$ cat config.mk
export PLATFORM = sky130hd
export DESIGN_NAME = rc5_key_schedule_flat
export DESIGN_NICKNAME = d
export VERILOG_FILES = /design/src/rtl/rc5_key_schedule_pkg.sv /design/src/rtl/rc5_key_schedule_if.sv /design/src/rtl/rc5_rotl.sv /design/src/rtl/rc5_key_schedule.sv /design/src/flat_wrapper.sv
export SDC_FILE = /design/constraint.sdc
export NUM_CORES = 2
export LEC_CHECK = 0
export CORE_MARGIN = 4
export CORE_UTILIZATION = 50
export CTS_BUF_LIST = sky130_fd_sc_hd__clkbuf_4
export CTS_CLUSTER_DIAMETER = 120
export CTS_CLUSTER_SIZE = 40
export DETAILED_ROUTE_END_ITERATION = 10
export GPL_ROUTABILITY_DRIVEN = 0
export PLACE_DENSITY = 0.66
export SLEW_MARGIN = 40
export SYNTH_ARGS = -nofsm -noshare
export SYNTH_HDL_FRONTEND = slang
export SYNTH_SLANG_ARGS = --single-unit
$ cat constraint.sdc
create_clock -name clk -period 32.6 [get_ports clk]
set_clock_uncertainty 0.1 [all_clocks]
set_input_delay 6.52 -clock clk [delete_from_list [all_inputs] [get_ports clk]]
set_output_delay 6.52 -clock clk [all_outputs]
set_load 0.1 [all_outputs]
$ cat src/rtl/rc5_key_schedule_pkg.sv
// Shared constants, size helpers and state encoding for the RC5 key-expansion engine.
package rc5_key_schedule_pkg;

  typedef enum logic [2:0] {StIdle, StLoadL, StInitS, StMix, StDone} state_e;

  function automatic int unsigned rc5_u(input int unsigned w);
    return w / 8;
  endfunction

  function automatic int unsigned rc5_c(input int unsigned w, input int unsigned b);
    int unsigned c;
    c = (b + rc5_u(w) - 1) / rc5_u(w);
    return (c == 0) ? 1 : c;
  endfunction

  function automatic int unsigned rc5_t(input int unsigned r);
    return 2 * (r + 1);
  endfunction

  function automatic int unsigned rc5_n(input int unsigned w, input int unsigned b,
                                        input int unsigned r);
    return (rc5_t(r) > rc5_c(w, b)) ? rc5_t(r) : rc5_c(w, b);
  endfunction

  function automatic logic [63:0] rc5_pw(input int unsigned w);
    case (w)
      16:      return 64'h0000_0000_0000_B7E1;
      32:      return 64'h0000_0000_B7E1_5163;
      default: return 64'hB7E1_5162_8AED_2A6B;
    endcase
  endfunction

  function automatic logic [63:0] rc5_qw(input int unsigned w);
    case (w)
      16:      return 64'h0000_0000_0000_9E37;
      32:      return 64'h0000_0000_9E37_79B9;
      default: return 64'h9E37_79B9_7F4A_7C15;
    endcase
  endfunction

endpackage

$ cat src/rtl/rc5_key_schedule_if.sv
// Key-write, start and S-table read signals of the RC5 key-expansion engine.
interface rc5_key_schedule_if
  import rc5_key_schedule_pkg::*;
#(
  parameter int unsigned W = 32,
  parameter int unsigned B = 16,
  parameter int unsigned R = 12
) ();
  localparam int unsigned KW = (B > 1) ? $clog2(B) : 1;
  localparam int unsigned SW = $clog2(rc5_t(R));

  logic [7:0]    iKey_sub_i;
  logic [KW-1:0] iKey_address;
  logic          iWen;
  logic          iStart;
  logic [SW-1:0] iS_addr;
  logic [W-1:0]  oS_data;
  logic          oBusy;
  logic          oDone;
  logic          oValid;

  modport master (
    output iKey_sub_i, iKey_address, iWen, iStart, iS_addr,
    input  oS_data, oBusy, oDone, oValid
  );

  modport slave (
    input  iKey_sub_i, iKey_address, iWen, iStart, iS_addr,
    output oS_data, oBusy, oDone, oValid
  );
endinterface

$ cat src/rtl/rc5_rotl.sv
// Combinational left-rotate of a W-bit word by a variable amount (shared with the cipher paths).
module rc5_rotl #(
  parameter int unsigned W = 32
) (
  input  logic [W-1:0]         i_data,
  input  logic [$clog2(W)-1:0] i_amt,
  output logic [W-1:0]         o_data
);
  logic [2*W-1:0] w_dbl;

  always_comb begin
    w_dbl  = {i_data, i_data} << i_amt;
    o_data = w_dbl[2*W-1 -: W];
  end
endmodule

$ cat src/rtl/rc5_key_schedule.sv
// RC5-W/R/B key expansion: LOAD_L, INIT_S, 3*max(T,C) MIX, registered S read port.
// RC5_KEY_ZEROIZE_EN clears key bytes, L, A and B in the DONE cycle.
module rc5_key_schedule
  import rc5_key_schedule_pkg::*;
#(
  parameter int unsigned W = 32,
  parameter int unsigned B = 16,
  parameter int unsigned R = 12
) (
  input logic              clk,
  input logic              rst,
  rc5_key_schedule_if.slave bus
);
  localparam int unsigned U  = rc5_u(W);
  localparam int unsigned C  = rc5_c(W, B);
  localparam int unsigned T  = rc5_t(R);
  localparam int unsigned N  = rc5_n(W, B, R);
  localparam int unsigned AW = $clog2(W);
  localparam int unsigned IW = $clog2(T);
  localparam int unsigned JW = (C > 1) ? $clog2(C) : 1;
  localparam int unsigned MW = $clog2(3 * N);
  localparam logic [W-1:0] PW = W'(rc5_pw(W));
  localparam logic [W-1:0] QW = W'(rc5_qw(W));

  state_e        r_state;
  logic [7:0]    r_key [B];
  logic [W-1:0]  r_l [C];
  logic [W-1:0]  r_s [T];
  logic [IW-1:0] r_i;
  logic [JW-1:0] r_j;
  logic [MW-1:0] r_cnt;
  logic [W-1:0]  r_a, r_b, r_s_data;
  logic          r_busy, r_done, r_valid;

  logic [W-1:0]  w_l_word, w_a_sum, w_a_new, w_ab, w_b_sum, w_b_new;
  logic          w_wr_ok, w_i_last, w_j_last;

  assign w_wr_ok  = bus.iWen && !r_busy && (int'(bus.iKey_address) < B);
  assign w_i_last = (r_i == IW'(T - 1));
  assign w_j_last = (r_j == JW'(C - 1));

  // Little-endian packing of bytes jU..jU+U-1; bytes past B stay zero.
  always_comb begin
    w_l_word = '0;
    for (int k = 0; k < B; k++) begin
      if (k / U == int'(r_j)) w_l_word[8*(k%U) +: 8] = r_key[k];
    end
  end

  always_comb begin
    w_a_sum = r_s[r_i] + r_a + r_b;
    w_ab    = w_a_new + r_b;
    w_b_sum = r_l[r_j] + w_ab;
  end

  rc5_rotl #(.W(W)) u_rotl_a (
    .i_data (w_a_sum),
    .i_amt  (AW'(3)),
    .o_data (w_a_new)
  );

  rc5_rotl #(.W(W)) u_rotl_b (
    .i_data (w_b_sum),
    .i_amt  (w_ab[AW-1:0]),
    .o_data (w_b_new)
  );

  always_ff @(posedge clk or posedge rst) begin
    if (rst) begin
      r_state  <= StIdle;
      r_i      <= '0;
      r_j      <= '0;
      r_cnt    <= '0;
      r_a      <= '0;
      r_b      <= '0;
      r_s_data <= '0;
      r_busy   <= 1'b0;
      r_done   <= 1'b0;
      r_valid  <= 1'b0;
    end else begin
      r_done   <= 1'b0;
      r_s_data <= (int'(bus.iS_addr) < T) ? r_s[bus.iS_addr] : '0;
      unique case (r_state)
        StIdle: begin
          if (w_wr_ok) r_valid <= 1'b0;
          if (bus.iStart) begin
            r_state <= StLoadL;
            r_busy  <= 1'b1;
            r_valid <= 1'b0;
            r_j     <= '0;
          end
        end
        StLoadL: begin
          if (w_j_last) begin
            r_j     <= '0;
            r_i     <= '0;
            r_state <= StInitS;
          end else begin
            r_j <= r_j + JW'(1);
          end
        end
        StInitS: begin
          if (w_i_last) begin
            r_i     <= '0;
            r_j     <= '0;
            r_a     <= '0;
            r_b     <= '0;
            r_cnt   <= '0;
            r_state <= StMix;
          end else begin
            r_i <= r_i + IW'(1);
          end
        end
        StMix: begin
          r_a <= w_a_new;
          r_b <= w_b_new;
          r_i <= w_i_last ? '0 : r_i + IW'(1);
          r_j <= w_j_last ? '0 : r_j + JW'(1);
          if (r_cnt == MW'(3 * N - 1)) begin
            r_state <= StDone;
            r_busy  <= 1'b0;
            r_done  <= 1'b1;
            r_valid <= 1'b1;
          end else begin
            r_cnt <= r_cnt + MW'(1);
          end
        end
        StDone: begin
          r_state <= StIdle;
          if (w_wr_ok) r_valid <= 1'b0;
`ifdef RC5_KEY_ZEROIZE_EN
          r_a <= '0;
          r_b <= '0;
`endif
        end
        default: r_state <= StIdle;
      endcase
    end
  end

  // Storage is deliberately unreset; a write in the DONE cycle overrides zeroization.
  always_ff @(posedge clk) begin
`ifdef RC5_KEY_ZEROIZE_EN
    if (r_state == StDone) begin
      for (int k = 0; k < B; k++) r_key[k] <= '0;
      for (int k = 0; k < C; k++) r_l[k] <= '0;
    end
`endif
    if (w_wr_ok && !rst) r_key[bus.iKey_address] <= bus.iKey_sub_i;
    if (r_state == StLoadL) r_l[r_j] <= w_l_word;
    if (r_state == StInitS) r_s[r_i] <= (r_i == '0) ? PW : r_s[r_i - IW'(1)] + QW;
    if (r_state == StMix) begin
      r_s[r_i] <= w_a_new;
      r_l[r_j] <= w_b_new;
    end
  end

  assign bus.oS_data = r_s_data;
  assign bus.oBusy   = r_busy;
  assign bus.oDone   = r_done;
  assign bus.oValid  = r_valid;
endmodule

$ cat src/flat_wrapper.sv
// flat-port wrapper written by rule: the top's interface ports become plain ports
module rc5_key_schedule_flat import rc5_key_schedule_pkg::*;
#(
  parameter int unsigned W = 32,
  parameter int unsigned B = 16,
  parameter int unsigned R = 12
)
  (clk, rst, bus_iKey_sub_i, bus_iKey_address, bus_iWen, bus_iStart, bus_iS_addr, bus_oS_data, bus_oBusy, bus_oDone, bus_oValid);
  rc5_key_schedule_if #(.W(W), .B(B), .R(R)) bus_i ();
  input logic clk;
  input logic rst;
  input wire logic [$bits(bus_i.iKey_sub_i)-1:0] bus_iKey_sub_i;
  input wire logic [$bits(bus_i.iKey_address)-1:0] bus_iKey_address;
  input wire logic [$bits(bus_i.iWen)-1:0] bus_iWen;
  input wire logic [$bits(bus_i.iStart)-1:0] bus_iStart;
  input wire logic [$bits(bus_i.iS_addr)-1:0] bus_iS_addr;
  output wire logic [$bits(bus_i.oS_data)-1:0] bus_oS_data;
  output wire logic [$bits(bus_i.oBusy)-1:0] bus_oBusy;
  output wire logic [$bits(bus_i.oDone)-1:0] bus_oDone;
  output wire logic [$bits(bus_i.oValid)-1:0] bus_oValid;
  assign bus_i.iKey_sub_i = bus_iKey_sub_i;
  assign bus_i.iKey_address = bus_iKey_address;
  assign bus_i.iWen = bus_iWen;
  assign bus_i.iStart = bus_iStart;
  assign bus_i.iS_addr = bus_iS_addr;
  assign bus_oS_data = bus_i.oS_data;
  assign bus_oBusy = bus_i.oBusy;
  assign bus_oDone = bus_i.oDone;
  assign bus_oValid = bus_i.oValid;
  rc5_key_schedule #(.W(W), .B(B), .R(R)) u_core (.clk(clk), .rst(rst), .bus(bus_i));
endmodule
==> flow_summary.json <==
{
  "run_status": "complete, no violations",
  "synth-seq-cells": 1204,
  "cts_made_buffers": 38,
  "synth_edf_count": 1088,
  "final_cells": 6391,
  "timing.rr.end": "u_core.r_l[0][21]",
  "nFillCells": 10970,
  "cpMostUsedCell": "a21oi_1",
  "numPortBuffers": 55,
  "cp_slowest_cell": "dfrtp_4",
  "dr_total_vias": 46340,
  "worstPathMaxFanout": 47,
  "synth.avg_cell_area_um2": 14.77,
  "rrSetupSlack_ns": 18.38,
  "cp.arrival_ns": 15.02,
  "maxCapViolCount": 0,
  "end_kind": "flip-flop",
  "synth_warnings": 0,
  "nets": 4729,
  "die-area_um2": 143000,
  "grt_pass1_vias": 43740,
  "viasPerCell": 7.251,
  "synth-main-ff-cell": "edfxtp_1",
  "drc": 0,
  "required_ns": 33.40,
  "cts_tree": "done",
  "crit_path_start_kind": "flip-flop",
  "wirelength_mm": 217.1,
  "ys_seq_area_share_pct": 51.93,
  "crit_family": "compound AO/OA/AOI/OAI gates",
  "syn-num-nets": 4798,
  "finalHoldViolCount": 0,
  "r2r-start": "u_core.r_i[0]",
  "relSlewSlack_pct": 38.01,
  "setup_viol": 0,
  "final_common_cell": "edfxtp_1",
  "cts_setup_buffers": 0,
  "firstDrtPassIters": 6,
  "place_ws_ns": 18.39,
  "areaGrowthSynthToFinish_pct": 5.520,
  "holdBufCountCts": 0,
  "path_clk_slew_ns": 0.44,
  "antenna_found_initial": 9,
  "start_util_pct": 50.44,
  "ioPinCount": 56,
  "die_w_um": 378.1,
  "fin_tns_setup_ns": 0,
  "rsz0062_at_grt": "false",
  "cts.sinks": 1204,
  "dpl.hpwl_mm": 140.0,
  "min_from": "u_core.r_a[15]",
  "post_cts_resized": 0,
  "final_cell_mix": "edfxtp_1, mux4_2, nand2_1",
  "timing.fmax_ghz": 0.07033,
  "cts-root-buf": "clkbuf_4",
  "placed_cells": 6302,
  "insertion_delay_ns": 1.22,
  "syn_inst": 4638,
  "postRouteAntennaNets": 0,
  "holdPathEnd": "u_core.r_a[15]",
  "synth_cell_types": 102,
  "wire_per_inst_um": 33.97,
  "tightest_slew_ns": 0.9299,
  "die_h_um": 378.1,
  "grtUsageTotal_pct": 30.05,
  "setup_ws_ns": 18.38,
  "ctsHtreeMaxLevel": 2,
  "slew_viol_final": 0,
  "drive_gt1_share_pct": 24.16,
  "overflow": 0,
  "grt_max_degree": 128,
  "path_buf_inv": 5,
  "slowest_delay_ns": 0.95,
  "fin_crit_ns": 14.22,
  "rows": 135,
  "cts.path.max_buffers": 3,
  "drtIter0Drc": 7118,
  "whs_path_depth": 2,
  "period_share_pct": 43.62,
  "synth-async-reset-ratio_pct": 9.635,
  "grt_pass1_wl_mm": 312.8,
  "critPathKind": "reg -> reg",
  "r2r_cells": 46,
  "min_path_type": "reg -> reg",
  "synth_area_um2": 68500,
  "fp.coreArea_um2": 135800
}
## sequential cells by signal (all words and copies together), names as in the netlist
signal / count
u_core.r_b: 32
u_core.bus.oBusy: 1
u_core.bus.oS_data: 32
u_core.r_cnt: 7
u_core.bus.oDone: 1
u_core.r_a: 32
u_core.r_i: 5
u_core.bus.oValid: 1
u_core.r_key: 128
u_core.r_s: 832
u_core.r_l: 128
u_core.r_j: 2
u_core.r_state: 3
## metal layers
metal / global-route usage (%) / share of wire (%) / vias up / wire, um
li1: - / - / 18710 / -
met1: 42.28 / 38 / 23660 / 81470
met2: 45.91 / 45 / 3402 / 98090
met3: 6.863 / 12 / 572 / 26690
met4: 11.76 / 5.0 / 4 / 10840
met5: 0 / 0.012 / - / 26
## layout make-up
class / instances / area (um2) / area share, %
flip-flops and latches: 1204 / 35590 / 49.23
well taps: 1781 / 2228 / 3.083
multi-input cells: 2990 / 31370 / 43.41
diodes: 11 / 27.53 / 0.03808
inverters: 107 / 407.9 / 0.5643
repair buffers: 228 / 2027 / 2.804
clock buffers: 58 / 435.4 / 0.6024
clock inverters: 12 / 193.9 / 0.2683
## logic make-up after synthesis
logic type                 count (synthesis)  synth area share (%)
xor gates and xnor gates                 114                 1.512
AOI/OAI and AO/OA                        981                 9.478
and+or+nand+nor                          829                 5.401
DFF                                     1204                 51.93
muxes                                    927                 25.84
adders and majority gates                139                 2.912
buffers and inverters                    444                 2.919
## synthesized netlist by cell type, types with 17 or more instances
cell type / n / area share, %
nand4_1: 28 / 0.26
nor2b_1: 38 / 0.35
nand2_1: 304 / 1.7
o21a_1: 27 / 0.30
xor2_1: 37 / 0.47
o221ai_1: 26 / 0.33
mux4_2: 640 / 21
nor3_1: 41 / 0.30
mux2i_1: 203 / 3.0
a211oi_1: 57 / 0.62
inv_1: 103 / 0.56
o22ai_1: 24 / 0.22
a21oi_1: 280 / 2.0
buf_2: 53 / 0.39
and2_1: 17 / 0.16
o21ai_0: 199 / 1.5
clkbuf_1: 199 / 1.1
a22oi_1: 65 / 0.71
fa_1: 34 / 0.99
a31oi_1: 29 / 0.26
mux4_1: 20 / 0.77
mux2_2: 63 / 1.0
edfxtp_1: 1088 / 48
nor2_1: 272 / 1.5
xnor2_1: 74 / 0.95
nand3_1: 43 / 0.31
buf_4: 18 / 0.20
buf_1: 49 / 0.27
ha_1: 105 / 1.9
a21o_1: 36 / 0.39
o211ai_1: 22 / 0.24
dfrtp_1: 116 / 4.2
o21bai_1: 19 / 0.21
## stage by stage
| step | util, % | hold WS [ns] | instance area (um2) |
|---|---|---|---|
| global route | 53.21 | 0.4575 | 72270 |
| global placement | 52.38 | 0.3592 | 71140 |
| CTS | 53.05 | 0.4245 | 72050 |
| finish | 53.22 | 0.4230 | 72280 |
| detailed placement | 52.59 | 0.3652 | 71420 |
| floorplan | - | 0.3459 | 68500 |
## worst max path at each step
| stage | startpoint | end | cells past startpoint |
|---|---|---|---|
| after floorplan | u_core.r_i[0] | u_core.r_l[0][22] | 54 |
| after global placement | u_core.r_i[0] | u_core.r_l[0][5] | 46 |
| after detailed placement | u_core.r_i[0] | u_core.r_l[1][3] | 46 |
| after CTS | u_core.r_i[0] | u_core.r_l[0][21] | 46 |
| after global routing | u_core.r_i[0] | u_core.r_l[1][21] | 46 |
| final | u_core.r_i[0] | u_core.r_l[0][21] | 46 |
## worst reg2reg max path, delay by kind of cell (launching register included)
kind                     cells  cell delay [ns]
multiplexers                 3             1.36
buffers and inverters        5             1.79
AO/OA/AOI/OAI               30             7.04
XOR/XNOR                     2             0.37
AND/OR/NAND/NOR              1             0.45
flip-flops                   1             0.95
adder cells (fa/ha/maj)      5             1.84
Power is left out: the tool's default activity adds up to more than one toggle a clock period on the data nets, which glitch-free logic cannot reach.
